[config.mk]
export PLATFORM = sky130hd
export DESIGN_NAME = alu_issue_arbiter
export DESIGN_NICKNAME = d
export VERILOG_FILES = /design/src/rtl/alu_issue_arbiter.sv
export SDC_FILE = /design/constraint.sdc
export NUM_CORES = 1
export LEC_CHECK = 0
export CELL_PAD_IN_SITES_DETAIL_PLACEMENT = 0
export CELL_PAD_IN_SITES_GLOBAL_PLACEMENT = 1
export CORE_AREA = 2 2 211 213
export DETAILED_ROUTE_END_ITERATION = 16
export DIE_AREA = 0 0 213 215
export HOLD_SLACK_MARGIN = 0.08
export PLACE_DENSITY_LB_ADDON = 0.1
export SYNTH_ARGS = -nofsm -noshare
export SYNTH_HDL_FRONTEND = slang
export SYNTH_SLANG_ARGS = --single-unit
[constraint.sdc]
create_clock -name clk -period 2.5 [get_ports clk]
set_clock_uncertainty 0.15 [all_clocks]
set_input_delay 0.625 -clock clk [delete_from_list [all_inputs] [get_ports clk]]
set_output_delay 0.625 -clock clk [all_outputs]
set_load 0.02 [all_outputs]
[src/rtl/alu_issue_arbiter.sv]
`default_nettype none
// ============================================================================
// Module   : alu_issue_arbiter
// Brief    : Two-requester valid/ready arbiter that issues one command at a
//            time to a shared combinational ALU and returns {Y1,Y2} tagged
//            with the requester id. Optional macro ALU_ARB_FIXED_PRIO_EN
//            selects fixed priority (req0 wins) instead of round-robin.
// Revision : 1.0 - initial release
// ============================================================================
module alu_issue_arbiter #(
    parameter int unsigned MUL_LAT   = 3,
    parameter int unsigned FMA_LAT   = 4,
    parameter int unsigned DBL_EXTRA = 1
) (
    input  logic         clk,
    input  logic         rst_n,
    input  logic         req0_valid_i,
    output logic         req0_ready_o,
    input  logic [6:0]   req0_cmd_i,
    input  logic [127:0] req0_opnd_i,
    input  logic         req1_valid_i,
    output logic         req1_ready_o,
    input  logic [6:0]   req1_cmd_i,
    input  logic [127:0] req1_opnd_i,
    output logic [2:0]   alu_op_o,
    output logic         alu_floating_o,
    output logic         alu_form_o,
    output logic [1:0]   alu_precision_o,
    output logic [31:0]  alu_a_o,
    output logic [31:0]  alu_b_o,
    output logic [31:0]  alu_c_o,
    output logic [31:0]  alu_d_o,
    input  logic [31:0]  alu_y1_i,
    input  logic [31:0]  alu_y2_i,
    output logic         rsp_valid_o,
    input  logic         rsp_ready_i,
    output logic         rsp_id_o,
    output logic [63:0]  rsp_y_o,
    output logic         busy_o
);

    localparam logic [2:0] OP_MUL = 3'b010;
    localparam logic [2:0] OP_FMA = 3'b110;
    localparam logic [1:0] PREC_DOUBLE = 2'b11;

    typedef enum logic [1:0] {
        S_IDLE = 2'd0,
        S_EXEC = 2'd1,
        S_DONE = 2'd2
    } state_t;

    state_t         state_q, state_d;
    logic           rr_ptr_q, rr_ptr_d;
    logic [6:0]     cmd_q, cmd_d;
    logic [127:0]   opnd_q, opnd_d;
    logic           id_q, id_d;
    logic [3:0]     cnt_q, cnt_d;
    logic           rsp_valid_q, rsp_valid_d;
    logic           rsp_id_q, rsp_id_d;
    logic [63:0]    rsp_y_q, rsp_y_d;

    logic           grant;
    logic           grant_valid;
    logic           handshake;
    logic [6:0]     sel_cmd;
    logic [127:0]   sel_opnd;
    logic [3:0]     dbl_ext;
    logic [3:0]     lat;

    always_comb begin
`ifdef ALU_ARB_FIXED_PRIO_EN
        grant = ~req0_valid_i;
`else
        grant = (req0_valid_i && req1_valid_i) ? rr_ptr_q : req1_valid_i;
`endif
    end

    assign grant_valid  = grant ? req1_valid_i : req0_valid_i;
    assign handshake    = (state_q == S_IDLE) && grant_valid;
    assign req0_ready_o = (state_q == S_IDLE) && req0_valid_i && !grant;
    assign req1_ready_o = (state_q == S_IDLE) && req1_valid_i && grant;
    assign sel_cmd      = grant ? req1_cmd_i  : req0_cmd_i;
    assign sel_opnd     = grant ? req1_opnd_i : req0_opnd_i;

    always_comb begin
        dbl_ext = (sel_cmd[1:0] == PREC_DOUBLE) ? 4'(DBL_EXTRA) : 4'd0;
        case (sel_cmd[6:4])
            OP_MUL:  lat = 4'(MUL_LAT) + dbl_ext;
            OP_FMA:  lat = 4'(FMA_LAT) + dbl_ext;
            default: lat = 4'd1;
        endcase
    end

    always_comb begin
        state_d     = state_q;
        rr_ptr_d    = rr_ptr_q;
        cmd_d       = cmd_q;
        opnd_d      = opnd_q;
        id_d        = id_q;
        cnt_d       = cnt_q;
        rsp_valid_d = rsp_valid_q;
        rsp_id_d    = rsp_id_q;
        rsp_y_d     = rsp_y_q;
        case (state_q)
            S_IDLE: begin
                if (handshake) begin
                    cmd_d    = sel_cmd;
                    opnd_d   = sel_opnd;
                    id_d     = grant;
                    rr_ptr_d = ~grant;
                    cnt_d    = lat - 4'd1;
                    state_d  = S_EXEC;
                end
            end
            S_EXEC: begin
                // ALU results are only trusted in the last EXEC cycle
                if (cnt_q == 4'd0) begin
                    rsp_y_d     = {alu_y1_i, alu_y2_i};
                    rsp_id_d    = id_q;
                    rsp_valid_d = 1'b1;
                    state_d     = S_DONE;
                end else begin
                    cnt_d = cnt_q - 4'd1;
                end
            end
            S_DONE: begin
                if (rsp_ready_i) begin
                    rsp_valid_d = 1'b0;
                    state_d     = S_IDLE;
                end
            end
            default: state_d = S_IDLE;
        endcase
    end

    always_ff @(posedge clk) begin
        if (!rst_n) begin
            state_q     <= S_IDLE;
            rr_ptr_q    <= 1'b0;
            cmd_q       <= '0;
            opnd_q      <= '0;
            id_q        <= 1'b0;
            cnt_q       <= '0;
            rsp_valid_q <= 1'b0;
            rsp_id_q    <= 1'b0;
            rsp_y_q     <= '0;
        end else begin
            state_q     <= state_d;
            rr_ptr_q    <= rr_ptr_d;
            cmd_q       <= cmd_d;
            opnd_q      <= opnd_d;
            id_q        <= id_d;
            cnt_q       <= cnt_d;
            rsp_valid_q <= rsp_valid_d;
            rsp_id_q    <= rsp_id_d;
            rsp_y_q     <= rsp_y_d;
        end
    end

    // The latched command feeds the ALU directly, so it holds through DONE/IDLE
    assign alu_op_o        = cmd_q[6:4];
    assign alu_floating_o  = cmd_q[3];
    assign alu_form_o      = cmd_q[2];
    assign alu_precision_o = cmd_q[1:0];
    assign alu_a_o         = opnd_q[127:96];
    assign alu_b_o         = opnd_q[95:64];
    assign alu_c_o         = opnd_q[63:32];
    assign alu_d_o         = opnd_q[31:0];

    assign rsp_valid_o = rsp_valid_q;
    assign rsp_id_o    = rsp_id_q;
    assign rsp_y_o     = rsp_y_q;
    assign busy_o      = (state_q != S_IDLE);

endmodule
`default_nettype wire

* After elaboration in Yosys (flattened, before gate mapping) *
Cells that the tools add are included.

operators by class
  $add $sub $neg = 4
  eq/ne operators = 9
  muxes and demuxes = 16
  bitwise logic cells = 1
  reductions and logical operators = 17

operator list
  kind                   count
  $mux W128              1
  $pmux W4 S2            2
  $reduce_and A3 Y1      3
  $mux W4                2
  $ne A2 B2 Y1 const B   4
  $sub A4 B1 Y4 const B  2
  $mux W7                1
  $logic_and A1 B1 Y1    6
  $mux W2                3
  $pmux W2 S3            1
  $reduce_bool A2 Y1     3
  $mux W1                5
  $add A3 B1 Y4 const A  1
  $eq A2 B2 Y1 const B   2
  $logic_not A4 Y1       1
  $reduce_and A2 Y1      2
  $add A2 B1 Y3 const A  1
  $eq A3 B2 Y1 const B   1
  $eq A3 B3 Y1 const B   1
  $eq A2 B1 Y1 const B   1
  $logic_not A2 Y1       1
  $pmux W1 S2            1
  $logic_not A1 Y1       1
  $not A1 Y1             1

storage, ports and cells
  register bits = 209
  input bits = 339
  output and inout bits = 204
  logic and storage cells = 56

* Depth between registers and ports, before layout *
  word-level depth = 10
  mapped depth = 9
  gate-level depth less buffers = 9

* Worst setup path after synthesis *
Ideal clock, no wire load.

  path type = input to register
  start = in req0_valid_i
  end = reg cnt_q[2]
  setup time = 0.074 ns
  data arrival time = 2.036 ns
  required time = 2.276 ns
  slack = 0.240 ns
  cell stages on the path = 8
  buffers on the path = 0
  path through = nand2b_2 -> a2111oi_4 -> inv_1 -> a21oi_1 -> a21oi_1 -> ha_1 -> or3_1 -> a31oi_1

between the ends
  word-level cells in the longest chain between the ends = 10
  elaborated cells between the ends (all ways) = 17
  classes of those cells = add/sub: 3; eq/ne: 4; mux: 7; reduce/logical: 3

RTL lines
  element                                                RTL line  text
  start, declared                                        17        input logic req0_valid_i,
  $logic_and A1 B1 Y1                                    74        grant = (req0_valid_i && req1_valid_i) ? rr_ptr_q : req1_valid_i;
  $mux W1                                                74
  $mux W7                                                82        assign sel_cmd = grant ? req1_cmd_i : req0_cmd_i;
  $eq A2 B2 Y1                                           86        dbl_ext = (sel_cmd[1:0] == PREC_DOUBLE) ? 4'(DBL_EXTRA) : 4'd0;
  $mux W1                                                86
  $add A3 B1 Y4 / $add A2 B1 Y3 (equally long branches)  89, 88
  $pmux W4 S2                                            87        case (sel_cmd[6:4])
  $sub A4 B1 Y4                                          111       cnt_d = lat - 4'd1;
  $mux W4                                                106       if (handshake) begin
  $pmux W4 S2                                            104       case (state_q)
  end signal, assigned                                   153       cnt_q <= cnt_d;
  end, declared                                          57        logic [3:0] cnt_q, cnt_d;

Several ways; a longest one is shown, not always the timed one. The select of a mux whose other input is x is not followed.
A chain may end at the register's enable or synchronous reset.

* Final worst setup path *
  start = reg rr_ptr_q
  end = out req1_ready_o

between the ends
  word-level cells in the longest chain between the ends = 2

RTL lines
  element                 RTL line  text
  start, declared         53        logic rr_ptr_q, rr_ptr_d;
  start signal, assigned  149       rr_ptr_q <= rr_ptr_d;
  $mux W1                 74
  $logic_and A1 B1 Y1     81        assign req1_ready_o = (state_q == S_IDLE) && req1_valid_i && grant;
  end, declared           22        output logic req1_ready_o,

Every way passes these cells.

==> metrics.md <==
| Metric | Value |
|---|---|
| Min Clock Period, post-route | 2.38 ns |
| Largest net degree at the start of global routing | 63 |
| Worst vdd ir | 418 µV |
| Total via count in the routed design | 8,785 |
| Count of buffers from port buffering | 542 |
| Total grt overflow | 0 |
| Placed standard-cell area | 14,100 µm² |
| Synthesis-to-layout area growth | 95.0% |
| Multiplexer share of the synthesized area | 0.00780 |
| Fin cells | 1,989 |
| Initial antenna violation count | 9 |
| Initial core utilization | 0.176 |
| Element type at the critical path start | flop |
| Summed area of non-filler cells in the final layout | 15,000 µm² |
| Via count of the first global-routing pass | 8,937 |
| Global-route wire length before repair | 58.6 mm |
| Count of unresolved DRC violations after routing | 0 |
| Routed length on met3 | 3.76 mm |
| Avg WL per Cell | 20.4 µm |
| Worst setup path category | flop to output pin |
| Number of buffer and inverter instances along the worst setup path | 3 |
| CTS tree | done |
| Most used flip-flop cell after synthesis | sky130_fd_sc_hd__dfxtp_1 |
| Achievable Freq | 419 MHz |
| Met1 layer wirelength in the final routing | 15.6 mm |
| Number of H-tree branching levels | 1 |
| Mapped Area | 7700 µm² |
| Placed wire-length estimate after detailed placement | 30.0 mm |
| Highest routing layer actually used | met5 |
| Top fanout value on the critical path | 3 |
| Synth Area in Compound Gates | 0.235 |
| Hold WC Path Type | flop to flop |
| Max-capacitance violation count | 0 |
| Clock root buffer master | sky130_fd_sc_hd__clkbuf_16 |
| Normalized max-slew margin | 0.497 |
| Number of enable-type register cells in the synthesized netlist | 0 |
| Met2 WL | 20.1 mm |
| Share of total power in combinational logic | 0.388 |
| DR iter-0 viols | 780 |
| Run status | finished clean |
| Final Hold Fails | 0 |
| Number of endpoints failing setup at the final stage | 0 |
| Ports | 543 |
| Actual slew at the worst max-slew pin | 0.755 ns |
| Kind of cell adding the most delay to the critical path | buffers and inverters |
| Syn avg cell area | 9.32 µm² |
| Clk sinks | 209 |
| Area of the die | 45,800 µm² |
| Largest incremental delay on the critical path | 0.34 ns |
| Floorplan die height | 215 µm |
| Final period utilization | 0.954 |
| Cells traversed along the worst timing path | nand2b_4 > buf_4 > nand2_2 > buf_4 > nor2_4 > buf_6 |
| Synth async-reset ratio | 0 |
| Cell total after placement | 1,931 |
| Worst setup EP type | output pin |
| Post-DR vias/cell | 4.42 |
| Lkg Pwr | 5.45 nW |
| Number of core rows | 77 |
| Worst hold stages | 2 |
| Final weighted congestion in routability-driven placement | 0.771 |
| Net switching fraction of the power | 0.347 |
| Synthesized flop and latch total | 209 |
| Worst reg2reg path depth | 7 |
| Worst setup slack for register-to-register paths | 0.28 ns |
| Die span in x | 213 µm |
| Total power divided by cell area | 884 nW/µm² |
| Library cell with the largest summed area after synthesis | sky130_fd_sc_hd__dfxtp_1 |
| Adder-cell share of the synthesized area | 0.00162 |
| First-pass iteration count of the detailed router | 6 |
| Largest family of logic cells by synthesized area | compound AO/OA/AOI/OAI gates |
| Seq pwr share | 0.322 |
| Int Power | 8.67 mW |
| Top-count cell post-synth | sky130_fd_sc_hd__dfxtp_1 |
| Worst hold margin | 0.302 ns |
| Insertion delay to the later sink of the worst-skew pair | 0.56 ns |
| Detailed-route wire length | 40.5 mm |
| Levels on crit path | 6 |
| Number of nets with antenna violations after detailed routing | 0 |
| Slowest CP cell | sky130_fd_sc_hd__dfxtp_1 |
| Setup TNS Final | 0 ns |
| Net switching power figure | 4.60 mW |
| Cell types with the largest area share after synthesis | sky130_fd_sc_hd__dfxtp_1 54%, sky130_fd_sc_hd__a222oi_1 17%, sky130_fd_sc_hd__nand2_1 6.9%, sky130_fd_sc_hd__nor2_1 6.9%, sky130_fd_sc_hd__a21oi_1 4.8% |
| Synthesized-area fraction occupied by xor and xnor cells | 0.00227 |
| Clock-pin slew of the registers on the worst-case setup and hold paths | 0.06 ns |
| Number of max-slew violations in the final report | 0 |
| Required time of the critical path | 1.73 ns |
| Global-route total usage across every layer | 0.169 |
| Yosys warning total | 0 |
| Clock Power Share | 0.290 |
| Fraction of the yosys area taken by sequential cells | 0.543 |
| Number of nets in the finished design | 1,710 |
| Hold buffer count at cts | 0 |
| TritonCTS buffer count | 28 |
| Number of buffers on the longest clock path | 3 |
| Syn Inst Count | 826 |
| Critical Path AT | 1.61 ns |
| Total design power | 13.3 mW |
| Ratio of cells with drive above 1 in the final layout | 0.0763 |
| Synth top area share | 0.543 |
| Number of nets produced by synthesis | 1,166 |
| Synth top cells by count | 209 x sky130_fd_sc_hd__dfxtp_1, 141 x sky130_fd_sc_hd__nand2_1, 141 x sky130_fd_sc_hd__nor2_1 |
| Unrepaired setup endpoints after global routing | false |
| Core Box Area | 43,600 µm² |
| Post-synthesis cell type count | 36 |
| Dominant cell type by count on the critical path | sky130_fd_sc_hd__buf_4 |
| Post-synthesis share of cell area spent on and, or, nand and nor gates | 0.154 |
## power by group through the flow
stage          clock network (mW)  registers, mW  logic [mW]
6_report                     3.85           4.27        5.15
5_1_grt                      4.15           4.34        5.55
4_1_cts                      4.02           4.27        5.24
3_5_place_dp                    0           4.33        5.22
3_3_place_gp                    0           4.32        5.24
2_1_floorplan                   0           4.98        1.84
## what timing repair did
action,4_1_cts,5_1_grt
endpoints found under the setup margin,3,0
setup buffers,1,0
gates resized for setup,6,0
## worst paths after layout
path / startpoint / to
worst max-delay path: rr_ptr_q$_SDFFE_PN0P_ / req1_ready_o
worst min-delay path: rsp_y_o[44]$_SDFFE_PN0P_ / rsp_y_o[44]$_SDFFE_PN0P_
worst max register to register: state_q[0]$_SDFFE_PN0P_ / cnt_q[2]$_SDFFE_PN0P_
worst min register to register: rsp_y_o[44]$_SDFFE_PN0P_ / rsp_y_o[44]$_SDFFE_PN0P_
## stage by stage
stage,worst slack [ns],utilization
floorplan,0.240,-
global placement,-0.354,0.324
detailed placement,-0.352,0.324
CTS,0.0589,0.344
global route,0.0107,0.344
finish,0.115,0.344
## routing by layer
layer / track usage / up-vias
li1: - / 4170
met1: 0.190 / 4184
met2: 0.296 / 371
met3: 0.0617 / 58
met4: 0.0520 / 2
met5: 0 / -
## logic make-up after synthesis
group / count (synthesis)
xor gates and xnor gates: 2
and+or+nand+nor: 301
buffers and inverters: 85
DFF: 209
muxes: 6
AOI/OAI and AO/OA: 222
adders and majority gates: 1
## area by class of cell
type                       count  area (µm²)
multi-input combinational    532        3120
antenna                        7        17.5
timing repair buffer         594        6070
tap                          592         741
sequential                   209        4180
fill                        4493       28600
clock buffer                  44         832
clock inverter                 6        33.8
inverter                       5        23.8
## registers in the layout (all words and copies together), names as in the netlist, 2 cells and up
name     cells
state_q      2
cmd_q        7
cnt_q        4
rsp_y_o     64
opnd_q     128
## worst min-delay path, cell delays in order, from the launching register on
cell and delay [ns]:
sky130_fd_sc_hd__dfxtp_1 0.31, sky130_fd_sc_hd__nand2_1 0.05, sky130_fd_sc_hd__a21oi_1 0.05
## placed cells by master (no fill, tap or decap), types with 2 or more instances in the layout
cell type	count
sky130_fd_sc_hd__nand2b_1	2
sky130_fd_sc_hd__clkbuf_16	29
sky130_fd_sc_hd__o21ai_0	8
sky130_fd_sc_hd__a21oi_1	74
sky130_fd_sc_hd__nand2_2	2
sky130_fd_sc_hd__clkbuf_8	5
sky130_fd_sc_hd__buf_4	32
sky130_fd_sc_hd__buf_12	21
sky130_fd_sc_hd__nand2_1	140
sky130_fd_sc_hd__inv_1	4
sky130_fd_sc_hd__nor2_1	140
sky130_fd_sc_hd__a222oi_1	130
sky130_fd_sc_hd__clkdlybuf4s50_1	537
sky130_fd_sc_hd__dfxtp_1	209
sky130_fd_sc_hd__clkinv_2	5
sky130_fd_sc_hd__and2_1	5
sky130_fd_sc_hd__mux2i_1	6
sky130_fd_sc_hd__dlygate4sd2_1	3
sky130_fd_sc_hd__a31oi_1	2
sky130_fd_sc_hd__diode_2	7
sky130_fd_sc_hd__clkbuf_1	10
sky130_fd_sc_hd__nor2b_1	2
Note: power is estimated with default switching activity, not from simulation.
